File: src/rtl/traffic_light_pkg.sv
// Shared lamp-phase encoding and default phase lengths for the traffic-light
// controller and its receive-side monitor.
package traffic_light_pkg;

  // One-hot phase codes; identical to the controller's state_out encoding.
  typedef enum logic [3:0] {
    PH_ILLEGAL = 4'b0000,
    PH_OFF     = 4'b0001,
    PH_RED     = 4'b0010,
    PH_YELLOW  = 4'b0100,
    PH_GREEN   = 4'b1000
  } phase_e;

  localparam int unsigned DEF_RED_LEN    = 51;
  localparam int unsigned DEF_YELLOW_LEN = 11;
  localparam int unsigned DEF_GREEN_LEN  = 31;

  function automatic phase_e decode_lamps(input logic r, input logic y, input logic g);
    phase_e p;
    case ({r, y, g})
      3'b000:  p = PH_OFF;
      3'b100:  p = PH_RED;
      3'b010:  p = PH_YELLOW;
      3'b001:  p = PH_GREEN;
      default: p = PH_ILLEGAL;
    endcase
    return p;
  endfunction

  // Legality of a change between two distinct decoded phases.
  function automatic logic legal_change(input phase_e from, input phase_e to);
    logic ok;
    ok = 1'b0;
    if (from == PH_ILLEGAL || to == PH_ILLEGAL || to == PH_OFF)
      ok = 1'b1;
    else if ((from == PH_OFF    && to == PH_RED)    ||
             (from == PH_RED    && to == PH_YELLOW) ||
             (from == PH_YELLOW && to == PH_GREEN)  ||
             (from == PH_GREEN  && to == PH_RED))
      ok = 1'b1;
    return ok;
  endfunction

endpackage

File: src/rtl/traffic_light_monitor.sv
// Passive checker for traffic-light lamp outputs: decodes the lamp triple,
// checks phase order and durations, and reports pulsed plus sticky errors.
module traffic_light_monitor
  import traffic_light_pkg::*;
#(
  parameter int unsigned RED_LEN    = DEF_RED_LEN,
  parameter int unsigned YELLOW_LEN = DEF_YELLOW_LEN,
  parameter int unsigned GREEN_LEN  = DEF_GREEN_LEN
) (
  input  logic       clk,
  input  logic       reset,
  input  logic       red,
  input  logic       yellow,
  input  logic       green,
  input  logic       clr,
  output logic [3:0] phase_out,
  output logic [7:0] phase_cnt,
  output logic       seq_err,
  output logic       len_err,
  output logic       hot_err,
  output logic [2:0] err_sticky,
  output logic [7:0] cycles_done
);

  phase_e     phase_q, phase_d, sample;
  logic [7:0] cnt_q, cnt_d;
  logic       seq_q, seq_d, len_q, len_d, hot_q, hot_d;
  logic [2:0] sticky_q, sticky_d;
  logic [7:0] cycles_q, cycles_d;
  logic       ovr_q, ovr_d;
  logic [7:0] len_cur;
  logic       lit_cur;

  always_ff @(posedge clk) begin
    if (!reset) begin
      phase_q  <= PH_OFF;
      cnt_q    <= '0;
      seq_q    <= 1'b0;
      len_q    <= 1'b0;
      hot_q    <= 1'b0;
      sticky_q <= '0;
      cycles_q <= '0;
      ovr_q    <= 1'b0;
    end else begin
      phase_q  <= phase_d;
      cnt_q    <= cnt_d;
      seq_q    <= seq_d;
      len_q    <= len_d;
      hot_q    <= hot_d;
      sticky_q <= sticky_d;
      cycles_q <= cycles_d;
      ovr_q    <= ovr_d;
    end
  end

  always_comb begin
    case (phase_q)
      PH_RED:    len_cur = 8'(RED_LEN);
      PH_YELLOW: len_cur = 8'(YELLOW_LEN);
      PH_GREEN:  len_cur = 8'(GREEN_LEN);
      default:   len_cur = '0;
    endcase
    lit_cur = (phase_q == PH_RED) || (phase_q == PH_YELLOW) || (phase_q == PH_GREEN);
  end

  always_comb begin
    sample   = decode_lamps(red, yellow, green);
    phase_d  = sample;
    cnt_d    = cnt_q;
    seq_d    = 1'b0;
    len_d    = 1'b0;
    hot_d    = (sample == PH_ILLEGAL);
    ovr_d    = ovr_q;
    cycles_d = cycles_q;

    if (sample == phase_q) begin
      cnt_d = (cnt_q == 8'hFF) ? cnt_q : cnt_q + 8'd1;
      // Overrun fires on the sample that would push the count past LEN, once.
      if (lit_cur && !ovr_q && cnt_q == len_cur) begin
        len_d = 1'b1;
        ovr_d = 1'b1;
      end
    end else begin
      cnt_d = 8'd1;
      ovr_d = 1'b0;
      if (!legal_change(phase_q, sample)) begin
        seq_d = 1'b1;
      end else begin
        if (lit_cur && sample != PH_OFF && sample != PH_ILLEGAL && !ovr_q && cnt_q < len_cur)
          len_d = 1'b1;
        if (phase_q == PH_GREEN && sample == PH_RED && cycles_q != 8'hFF)
          cycles_d = cycles_q + 8'd1;
      end
    end

    // A pulse in the same cycle as clr still leaves its bit set.
    sticky_d = (clr ? 3'b000 : sticky_q) | {hot_d, len_d, seq_d};
  end

  assign phase_out   = phase_q;
  assign phase_cnt   = cnt_q;
  assign seq_err     = seq_q;
  assign len_err     = len_q;
  assign hot_err     = hot_q;
  assign err_sticky  = sticky_q;
  assign cycles_done = cycles_q;

endmodule
File: config.mk
export PLATFORM = sky130hd
export DESIGN_NAME = traffic_light_monitor
export DESIGN_NICKNAME = d
export VERILOG_FILES = /design/src/rtl/traffic_light_pkg.sv /design/src/rtl/traffic_light_monitor.sv
export SDC_FILE = /design/constraint.sdc
export NUM_CORES = 1
export LEC_CHECK = 0
export ABC_AREA = 0
export BUFFER_PORTS_ARGS = -buffer_cell sky130_fd_sc_hd__clkbuf_2
export CAP_MARGIN = 20
export CORE_AREA = 2 2 71 67
export CTS_CLUSTER_SIZE = 16
export DETAILED_ROUTE_END_ITERATION = 12
export DIE_AREA = 0 0 73 69
export MAX_ROUTING_LAYER = met4
export PLACE_DENSITY = 0.57
export SLEW_MARGIN = 10
export SYNTH_ARGS = -nofsm -noshare
export SYNTH_HDL_FRONTEND = slang
export SYNTH_SLANG_ARGS = --single-unit
File: constraint.sdc
create_clock -name clk -period 6.1 [get_ports clk]
set_input_delay 0.61 -clock clk [delete_from_list [all_inputs] [get_ports clk]]
set_output_delay 0.61 -clock clk [all_outputs]
set_load 0.02 [all_outputs]
==> run metrics, run 1 <==
status complete, no violations; Initial Util 33.82%; pre-CTS setup slack 3805 ps; startpoint types flop; dominant synthesized flop cell dfxtp_1; worst endpoint data arrival time 2460 ps; Critical Path RT 6310 ps; Setup Fix Bufs, Post-CTS 0; CTS buffer count 3; overall power 328.9 µW; setup violators final 0; Max-slew headroom 67.69%; EDFF count, synth 0; average size of a mapped cell 8.530 µm²; largest net degree at the start of global routing 17; setup_tns 0 ps; fin crit period 2255 ps; Slew @ Worst Pin 477.9 ps; Clock Skew 5.832 ps; clock-pin slew on the worst setup and hold paths 100 ps; async set-or-reset flop fraction in the synthesized netlist 0%; RSZ-0062 raised after global routing no; root buf cell clkbuf_8; reg-to-reg endpoint len_err; post-synthesis sequential element count 27; antenna violations before repair 0; Rows 23; Tcrit/Tclk final 36.98%; RePlAce Congestion 0.7718; drt first-iter violations 76; die width 73 µm; proportion of layout cells with a drive suffix above 1 19.29%; Synthesis Warnings 0; end of the critical path len_err; post-DR wirelength/cell 12.54 µm; CTS Hold Buffers Added 0; Layout fillers 451; Detailed Routing Iterations Pass 1 4; Critical R2R Launch phase_out[3]; Seq/Total Area, Yosys 37.27%; Post-DRT Antenna Nets 0; Unique masters post-synth 41; Cells after DPL 243; Syn Nets 184; DP Area 1624 µm²; first-pass GRT wire length 5216 µm; I/O Pins 32; # nets final 212; Total Wirelength 3098 µm; Core Area 4288 µm²; r2r setup slk 3840 ps; Leakage Power 0.0007136 µW; Max Fclk 443.4 MHz; CTS tree yes; vias in the first global route 1,129; Post-Synthesis Cells 170; CTS Buffer Depth 2; crit-path max FO 10; Final Non-Filler Cells 247; total power density per cell area 196.6 nW/µm²; Worst setup EP type flop; fin area 1673 µm²; CTS Sinks 27; Max VDD drop 0.00007738 V; final worst slack 3845 ps; DR vias 1,262; GRT Util Overall 13.12%; CTS resizes 0; Ant. Diodes 0; Register-to-Register Path Depth 10; Hold Crit Class reg2reg; die height 69 µm; Die Area 5037 µm²; Setup crit start phase_out[3]; Area Overhead vs Synth 15.36%; routed vias/inst 5.109; H-Tree Depth 1; final hold vios 0; Slew Viols, Final 0; max cap viols 0; CP Class reg2reg; # DRC 0; Port Buffers 31; HPWL Detailed 2350 µm; Post-Synthesis Cell Area 1450 µm²; grt ovf 0; clk_lat worst skew 280 ps
[registers in the layout, indices dropped and copies added, names as in the netlist]
signal / flops
cycles_done: 8
err_sticky: 3
hot_err: 1
len_err: 1
ovr_q: 1
phase_cnt: 8
phase_out: 4
seq_err: 1
[synth_stat cells, types with 2 or more instances]
| cell type | count | share of area [%] |
|---|---|---|
| dfxtp_1 | 27 | 37 |
| a21o_1 | 2 | 1.0 |
| nor3_1 | 5 | 1.7 |
| a32oi_1 | 3 | 1.8 |
| a211oi_1 | 2 | 1.0 |
| o21ai_1 | 3 | 1.0 |
| o21ai_0 | 4 | 1.4 |
| clkbuf_1 | 4 | 1.0 |
| mux2i_1 | 2 | 1.4 |
| and3_1 | 4 | 1.7 |
| nand4_1 | 5 | 2.2 |
| nand2_1 | 9 | 2.3 |
| nor4b_1 | 4 | 2.4 |
| nand3_1 | 8 | 2.8 |
| a31oi_1 | 3 | 1.3 |
| o22ai_1 | 2 | 0.86 |
| and2_1 | 4 | 1.7 |
| inv_1 | 5 | 1.3 |
| xnor2_1 | 2 | 1.2 |
| and4_1 | 2 | 1.2 |
| o31ai_1 | 2 | 1.0 |
| a21oi_1 | 4 | 1.4 |
| nor3b_1 | 2 | 1.0 |
| xor2_1 | 7 | 4.2 |
| buf_2 | 2 | 0.69 |
| nor2_1 | 28 | 7.2 |
| nor2b_1 | 3 | 1.3 |
| ha_1 | 8 | 6.9 |
| and3b_1 | 2 | 1.2 |
[worst min path at each step]
stage,start,to,cells after the start
finish,err_sticky[2],err_sticky[2],1
global route,err_sticky[2],err_sticky[2],1
CTS,err_sticky[2],err_sticky[2],1
detailed placement,err_sticky[2],err_sticky[2],1
global placement,err_sticky[2],err_sticky[2],1
floorplan,ovr_q,ovr_q,2
[area by class of cell]
class / count / area [µm²] / share of cell area (%)
tap: 50 / 62.56 / 3.740
multi-input combinational: 129 / 843.3 / 50.41
timing repair buffer: 31 / 155.1 / 9.275
inverter: 6 / 22.52 / 1.346
sequential: 27 / 540.5 / 32.31
clock buffer: 3 / 41.29 / 2.468
clock inverter: 1 / 7.507 / 0.4488
[layout by cell type, fill, tap and decap left out, types with 2 or more instances in the layout]
master    count
nor2_1       28
and4_1        2
o31ai_1       2
dfxtp_1      27
nor2b_1       3
clkbuf_2     31
nor4b_1       4
ha_1          8
o22ai_1       2
o21ai_1       3
and3_1        4
o21ai_0       4
mux2i_1       2
nor3b_1       2
a32oi_1       3
nand4_1       5
a21o_1        2
a31oi_1       3
xor2_1        7
clkbuf_8      3
a211oi_1      2
and3b_1       2
xnor2_1       2
nand2_1       9
nor3_1        5
nand3_1       8
a21oi_1       4
inv_1         5
and2_1        4
[metrics by stage]
step | util, % | hold slack (ps)
finish | 39.01 | 465.7
global route | 39.01 | 494.1
CTS | 39.01 | 469.7
detailed placement | 37.88 | 444.4
global placement | 37.88 | 439.6
floorplan | - | 441.1
[metal layers]
layer / share of wire [%] / wire length (µm) / global-route usage [%] / vias to the layer above
met3: 2.9 / 91 / 2.193 / 2
met2: 46 / 1412 / 19.02 / 16
met4: 0.61 / 19 / 4.321 / 0
met5: 0 / 0 / - / -
met1: 51 / 1575 / 18.39 / 582
li1: - / - / - / 662
[report_power, final]
| part | internal (µW) | total [µW] | switching (µW) |
|---|---|---|---|
| clock | 46.4 | 106 | 59.1 |
| combinational | 14.4 | 38.4 | 24.0 |
| sequential | 180 | 185 | 4.74 |
| total | 241 | 329 | 87.8 |
[critical path: stages, from the launching register on]
cell	delay (ps)
dfxtp_1	510
nor4b_2	480
nor2_1	130
nand2_1	110
inv_1	50
ha_1	270
nor2b_1	140
o211ai_1	150
a21o_1	130
nand3_1	80
o22ai_1	140
[logic make-up (layout without fill, tap and decap cells)]
| logic type | after synthesis | count (layout) | share of synthesized area, % |
|---|---|---|---|
| simple gates | 80 | 80 | 29.34 |
| compound gates | 30 | 30 | 15.10 |
| flops | 27 | 27 | 37.27 |
| buf+inv | 14 | 41 | 4.573 |
| xor+xnor | 9 | 9 | 5.436 |
| fa+ha+maj | 8 | 8 | 6.903 |
| mux | 2 | 2 | 1.381 |
(Power assumes the default switching activity.)
==> run 2: changes to the inputs <==
--- a/config.mk
+++ b/config.mk
@@ -13,7 +13,7 @@
 export DETAILED_ROUTE_END_ITERATION = 12
 export DIE_AREA = 0 0 73 69
 export MAX_ROUTING_LAYER = met4
-export PLACE_DENSITY = 0.57
+export PLACE_DENSITY = 0.59
 export SLEW_MARGIN = 10
 export SYNTH_ARGS = -nofsm -noshare
 export SYNTH_HDL_FRONTEND = slang
==> constraint.sdc (replaced) <==
create_clock -name clk -period 2 [get_ports clk]
set_input_delay 0.2 -clock clk [delete_from_list [all_inputs] [get_ports clk]]
set_output_delay 0.2 -clock clk [all_outputs]
set_load 0.02 [all_outputs]
==> run 2 against run 1 <==
- clock skew shrank 1.7 ps
- core utilization up 4.9 points
- largest cell class unchanged
- critical endpoint is now err_sticky[1]
- non-clock buffer count rose by 16
- total power rose to 3.1 times the previous value
==> run metrics, run 2 (synthesized netlist as in run 1, its figures left out) <==
status complete, no violations (unchanged); r2r setup slk 110 ps (was 3840 ps); final hold vios 0 (unchanged); cell mode on critical path nand3_2; Final Non-Filler Cells 263 (was 247); Hold Crit Class in2reg (was reg2reg); cell family with most CP delay simple AND/OR/NAND/NOR gates (unchanged); grt ovf 0 (unchanged); CTS tree yes (unchanged); clk_lat worst skew 280 ps (about the same); H-Tree Depth 1 (unchanged); largest net degree at the start of global routing 15 (was 17); Leakage Power 0.0008068 µW (was 0.0007136 µW); Total Wirelength 3486 µm (was 3098 µm); # nets final 228 (was 212); Cells after DPL 256 (was 243); die width 73 µm (unchanged); root buf cell clkbuf_8 (unchanged); startpoint types flop (unchanged); crit-path max FO 5 (was 10); Worst setup EP type flop (unchanged); Rows 23 (unchanged); overall power 1033 µW (was 328.9 µW); Clock Skew 4.110 ps (was 5.832 ps); Die Area 5037 µm² (unchanged); most frequent cells in the layout clkbuf_2, nor2_1, dfxtp_1 (unchanged); pre-CTS setup slack 6.723 ps (was 3805 ps); RePlAce Congestion 0.8132 (was 0.7718); vias in the first global route 1,219 (was 1,129); max cap viols 0 (unchanged); final worst slack 109.5 ps (was 3845 ps); Slew Viols, Final 0 (unchanged); CTS Sinks 27 (unchanged); HPWL Detailed 2613 µm (was 2350 µm); Area Overhead vs Synth 29.94% (was 15.36%); die height 69 µm (unchanged); Max Fclk 529.0 MHz (was 443.4 MHz); CP Class reg2reg (unchanged); Ant. Diodes 0 (unchanged); proportion of layout cells with a drive suffix above 1 31.46% (was 19.29%); Core Area 4288 µm² (unchanged); Tcrit/Tclk final 94.53% (was 36.98%); most common cell after layout, fill and taps aside clkbuf_2 (unchanged); CTS Buffer Depth 2 (unchanged); I/O Pins 32 (unchanged); drt first-iter violations 72 (was 76); Max-slew headroom 53.09% (was 67.69%); CTS Hold Buffers Added 0 (unchanged); clock-pin slew on the worst setup and hold paths 90 ps (was 100 ps); Critical Path RT 2220 ps (was 6310 ps); DP Area 1744 µm² (was 1624 µm²); routed vias/inst 5.125 (was 5.109); post-DR wirelength/cell 13.25 µm (was 12.54 µm); Max VDD drop 0.0002955 V (was 0.00007738 V); antenna violations before repair 0 (unchanged); crit path cell chain nor4b_4 -> inv_2 -> buf_4 -> ha_1 -> nand2_1 -> nand3_2 -> nor3_2 -> nand3_2 -> o21ai_1 (was nor4b_2 -> nor2_1 -> nand2_1 -> inv_1 -> ha_1 -> nor2b_1 -> o211ai_1 -> a21o_1 -> nand3_1 -> o22ai_1); Worst Path Buf+Inv 2 (was 1); total power density per cell area 548.0 nW/µm² (was 196.6 nW/µm²); first-pass GRT wire length 5602 µm (was 5216 µm); Core Util, Final 43.95% (was 39.01%); Port Buffers 31 (unchanged); RSZ-0062 raised after global routing yes (was no); DR vias 1,348 (was 1,262); # DRC 0 (unchanged); setup violators final 0 (unchanged); GRT Util Overall 14.57% (was 13.12%); Slowest Stage Delay on Critical Path 380 ps (was 510 ps); Detailed Routing Iterations Pass 1 4 (unchanged); Critical-path top delay cell dfxtp_4 (was dfxtp_1); CTS buffer count 3 (unchanged); Slew @ Worst Pin 692.7 ps (was 477.9 ps); worst endpoint data arrival time 2110 ps (was 2460 ps); fin area 1884 µm² (was 1673 µm²); Post-DRT Antenna Nets 0 (unchanged); fin crit period 1891 ps (was 2255 ps); Initial Util 33.82% (unchanged); Layout fillers 455 (was 451)
## run 2: cell count changes in the layout (fill, tap and decap cells not counted), sizes merged
cell and change:
clkbuf +1, clkinvlp -1, buf +16
## run 2: layout make-up
type,count,area [µm²],share of cell area (%)
Tap cell,50,62.56,3.320
Multi-Input combinational cell,129,925.9,49.14
Inverter,6,22.52,1.195
Clock buffer,4,45.04,2.390
Timing Repair Buffer,47,275.3,14.61
Sequential cell,27,553.0,29.35
## run 2: layer usage
layer,vias up,GRT usage (%),share of wire [%]
met5,-,-,0
met4,0,5.556,1.6
met3,5,2.632,3.6
met2,23,21.72,45
met1,625,19.46,49
li1,695,-,-
## run 2: worst paths after layout
kind / from / to / cells past startpoint
worst max-delay path: phase_out[3] / err_sticky[1] / 9
worst min-delay path: reset / phase_out[0] / 2
worst max register to register: phase_out[3] / err_sticky[1] / 9
worst min register to register: err_sticky[0] / err_sticky[0] / 2
## run 2: repair_timing
item	in CTS	in global routing
endpoints found under the setup margin	2	4
pin swaps	0	13
setup buffers	0	4
gates resized for setup	3	14
## run 2: stage by stage
step	hold slack, ps	TNS, ps
2_1_floorplan	276.2	0
3_3_place_gp	435.7	0
3_5_place_dp	444.7	0
4_1_cts	168.0	0
5_1_grt	209.6	-33.33
6_report	173.2	0
## run 2: power breakdown
group	internal (µW)	total, µW	switching, µW	leakage [µW]
sequential	547	561	13.8	0.000222
clock	143	322	179	0.0000228
combinational	62.9	150	86.8	0.000562
==> run 3: changes to the inputs <==
==> constraint.sdc (replaced) <==
create_clock -name clk -period 2 [get_ports clk]
set_input_delay 0.4 -clock clk [delete_from_list [all_inputs] [get_ports clk]]
set_output_delay 0.4 -clock clk [all_outputs]
set_load 0.02 [all_outputs]
==> run 3 against run 2 <==
- die area stayed put
- register-to-register slack about the same
- sequential share of layout area decreased by 0.20 points
- worst setup slack got worse by 13 ps
- global-route usage decreased by 0.18 points
- clock-buffer cell count is the same
- combinational power up 4%
- critical path depth grew 2
- core utilization shrank 0.20 points
- critical path type unchanged
- largest cell class unchanged
==> run metrics, run 3 (synthesized netlist as in run 1, its figures left out) <==
HPWL Detailed 2529 µm (was 2613 µm); Total Wirelength 3288 µm (was 3486 µm); grt ovf 0 (unchanged); Port Buffers 31 (unchanged); Max Fclk 525.2 MHz (was 529.0 MHz); cell family with most CP delay simple AND/OR/NAND/NOR gates (unchanged); Rows 23 (unchanged); Slowest Stage Delay on Critical Path 380 ps (about the same); startpoint types flop (unchanged); fin crit period 1904 ps (was 1891 ps); GRT Util Overall 14.39% (was 14.57%); die height 69 µm (unchanged); die width 73 µm (unchanged); Layout fillers 424 (was 455); clock-pin slew on the worst setup and hold paths 90 ps (about the same); storage element area 546.8 µm² (was 553.0 µm²); Worst Path Buf+Inv 2 (unchanged); routed vias/inst 5.034 (was 5.125); WHS 397.5 ps (was 173.2 ps); Critical Path RT 2200 ps (was 2220 ps); # nets final 229 (was 228); Slew @ Worst Pin 536.7 ps (was 692.7 ps); RePlAce Congestion 0.8440 (was 0.8132); largest net degree at the start of global routing 15 (unchanged); antenna violations before repair 0 (unchanged); Area Overhead vs Synth 29.34% (was 29.94%); Max VDD drop 0.0002838 V (was 0.0002955 V); Hold Crit Class in2reg (unchanged); Core Area 4288 µm² (unchanged); Core Util, Final 43.74% (was 43.95%); CP Class reg2reg (unchanged); first-pass GRT wire length 5713 µm (was 5602 µm); DR vias 1,329 (was 1,348); most frequent cells in the layout clkbuf_2, nor2_1, dfxtp_1 (unchanged); most common cell after layout, fill and taps aside clkbuf_2 (unchanged); root buf cell clkbuf_8 (unchanged); setup violators final 0 (unchanged); Post-DRT Antenna Nets 0 (unchanged); drt first-iter violations 64 (was 72); CTS buffer count 3 (unchanged); reg-to-reg endpoint len_err (was err_sticky[1]); CTS Sinks 27 (unchanged); Setup crit start phase_out[2] (was phase_out[3]); RSZ-0062 raised after global routing yes (unchanged); worst hold path startpoint reset (unchanged); vias in the first global route 1,240 (was 1,219); Critical-path top delay cell dfxtp_4 (unchanged); r2r setup slk 100 ps (was 110 ps); proportion of layout cells with a drive suffix above 1 31.31% (was 31.46%); Leakage Power 0.0008162 µW (was 0.0008068 µW); Register-to-Register Path Depth 11 (was 9); I/O Pins 32 (unchanged); post-DR wirelength/cell 12.45 µm (was 13.25 µm); crit-path max FO 6 (was 5); overall power 1028 µW (was 1033 µW); Critical R2R Launch phase_out[2] (was phase_out[3]); Initial Util 33.82% (unchanged); Die Area 5037 µm² (unchanged); area of the multi-input gates 912.1 µm² (was 925.9 µm²); Max-slew headroom 63.66% (was 53.09%); CTS Hold Buffers Added 0 (unchanged); Detailed Routing Iterations Pass 1 4 (unchanged); Clock Skew 7.411 ps (was 4.110 ps); Stages on worst setup path 11 (was 9); Worst setup EP type flop (unchanged); crit path cell chain buf_6 -> nor4b_4 -> nor2_2 -> nand2_2 -> inv_2 -> ha_4 -> nor2b_4 -> o211ai_1 -> a21o_1 -> nand3_2 -> o22ai_1 (was nor4b_4 -> inv_2 -> buf_4 -> ha_1 -> nand2_1 -> nand3_2 -> nor3_2 -> nand3_2 -> o21ai_1); status complete, no violations (unchanged); Slew Viols, Final 0 (unchanged); # DRC 0 (unchanged); H-Tree Depth 1 (unchanged); CTS tree yes (unchanged); clk_lat worst skew 270 ps (was 280 ps); Ant. Diodes 0 (unchanged); end of the critical path len_err (was err_sticky[1]); max cap viols 0 (unchanged); final hold vios 0 (unchanged); Tcrit/Tclk final 95.20% (was 94.53%); worst endpoint data arrival time 2100 ps (was 2110 ps); CTS Buffer Depth 2 (unchanged); total power density per cell area 548.3 nW/µm² (was 548.0 nW/µm²)
-- run 3: changes by cell type in the layout (fill, tap and decap cells not counted), sizes merged --
| cell | delta |
|---|---|
| buf | +1 |
-- run 3: per-layer routing --
| layer | vias to the layer above | routed length [µm] | track usage, % |
|---|---|---|---|
| met4 | 0 | 38 | 4.938 |
| met2 | 20 | 1464 | 21.22 |
| met1 | 610 | 1714 | 19.89 |
| met5 | - | 0 | - |
| li1 | 695 | - | - |
| met3 | 4 | 71 | 2.193 |
-- run 3: where the power goes --
part,switching (µW),internal (µW),leakage [µW]
clock,169,143,0.0000228
sequential,11.7,549,0.000221
combinational,85.7,69.9,0.000572
-- run 3: how the worst min path moves through the flow --
stage	slack [ps]	depth (start not counted)	end
floorplan	440	2	ovr_q
global placement	440	1	err_sticky[2]
detailed placement	440	1	err_sticky[2]
CTS	390	2	phase_out[0]
global route	400	2	phase_out[0]
finish	400	2	phase_out[0]
-- run 3: stage by stage --
stage	setup slack (ps)	setup TNS, ps	area, µm²	cells
detailed placement	54.88	0	1767	259
CTS	11.10	0	1812	263
finish	96.05	0	1876	264
global route	-20.78	-35.97	1876	264
global placement	54.68	0	1767	259
floorplan	11.58	0	1479	170
-- run 3: final cells by class --
| type | instances | area share (%) |
|---|---|---|
| flip-flops and latches | 27 | 29.15 |
| inverters | 6 | 1.201 |
| repair buffers | 48 | 15.28 |
| well taps | 50 | 3.336 |
| multi-input cells | 129 | 48.63 |
| clock buffers | 4 | 2.402 |
-- run 3: timing repair --
action,in CTS,in global routing
gates resized for setup,0,13
buffers inserted,0,1
setup endpoints to repair,0,3
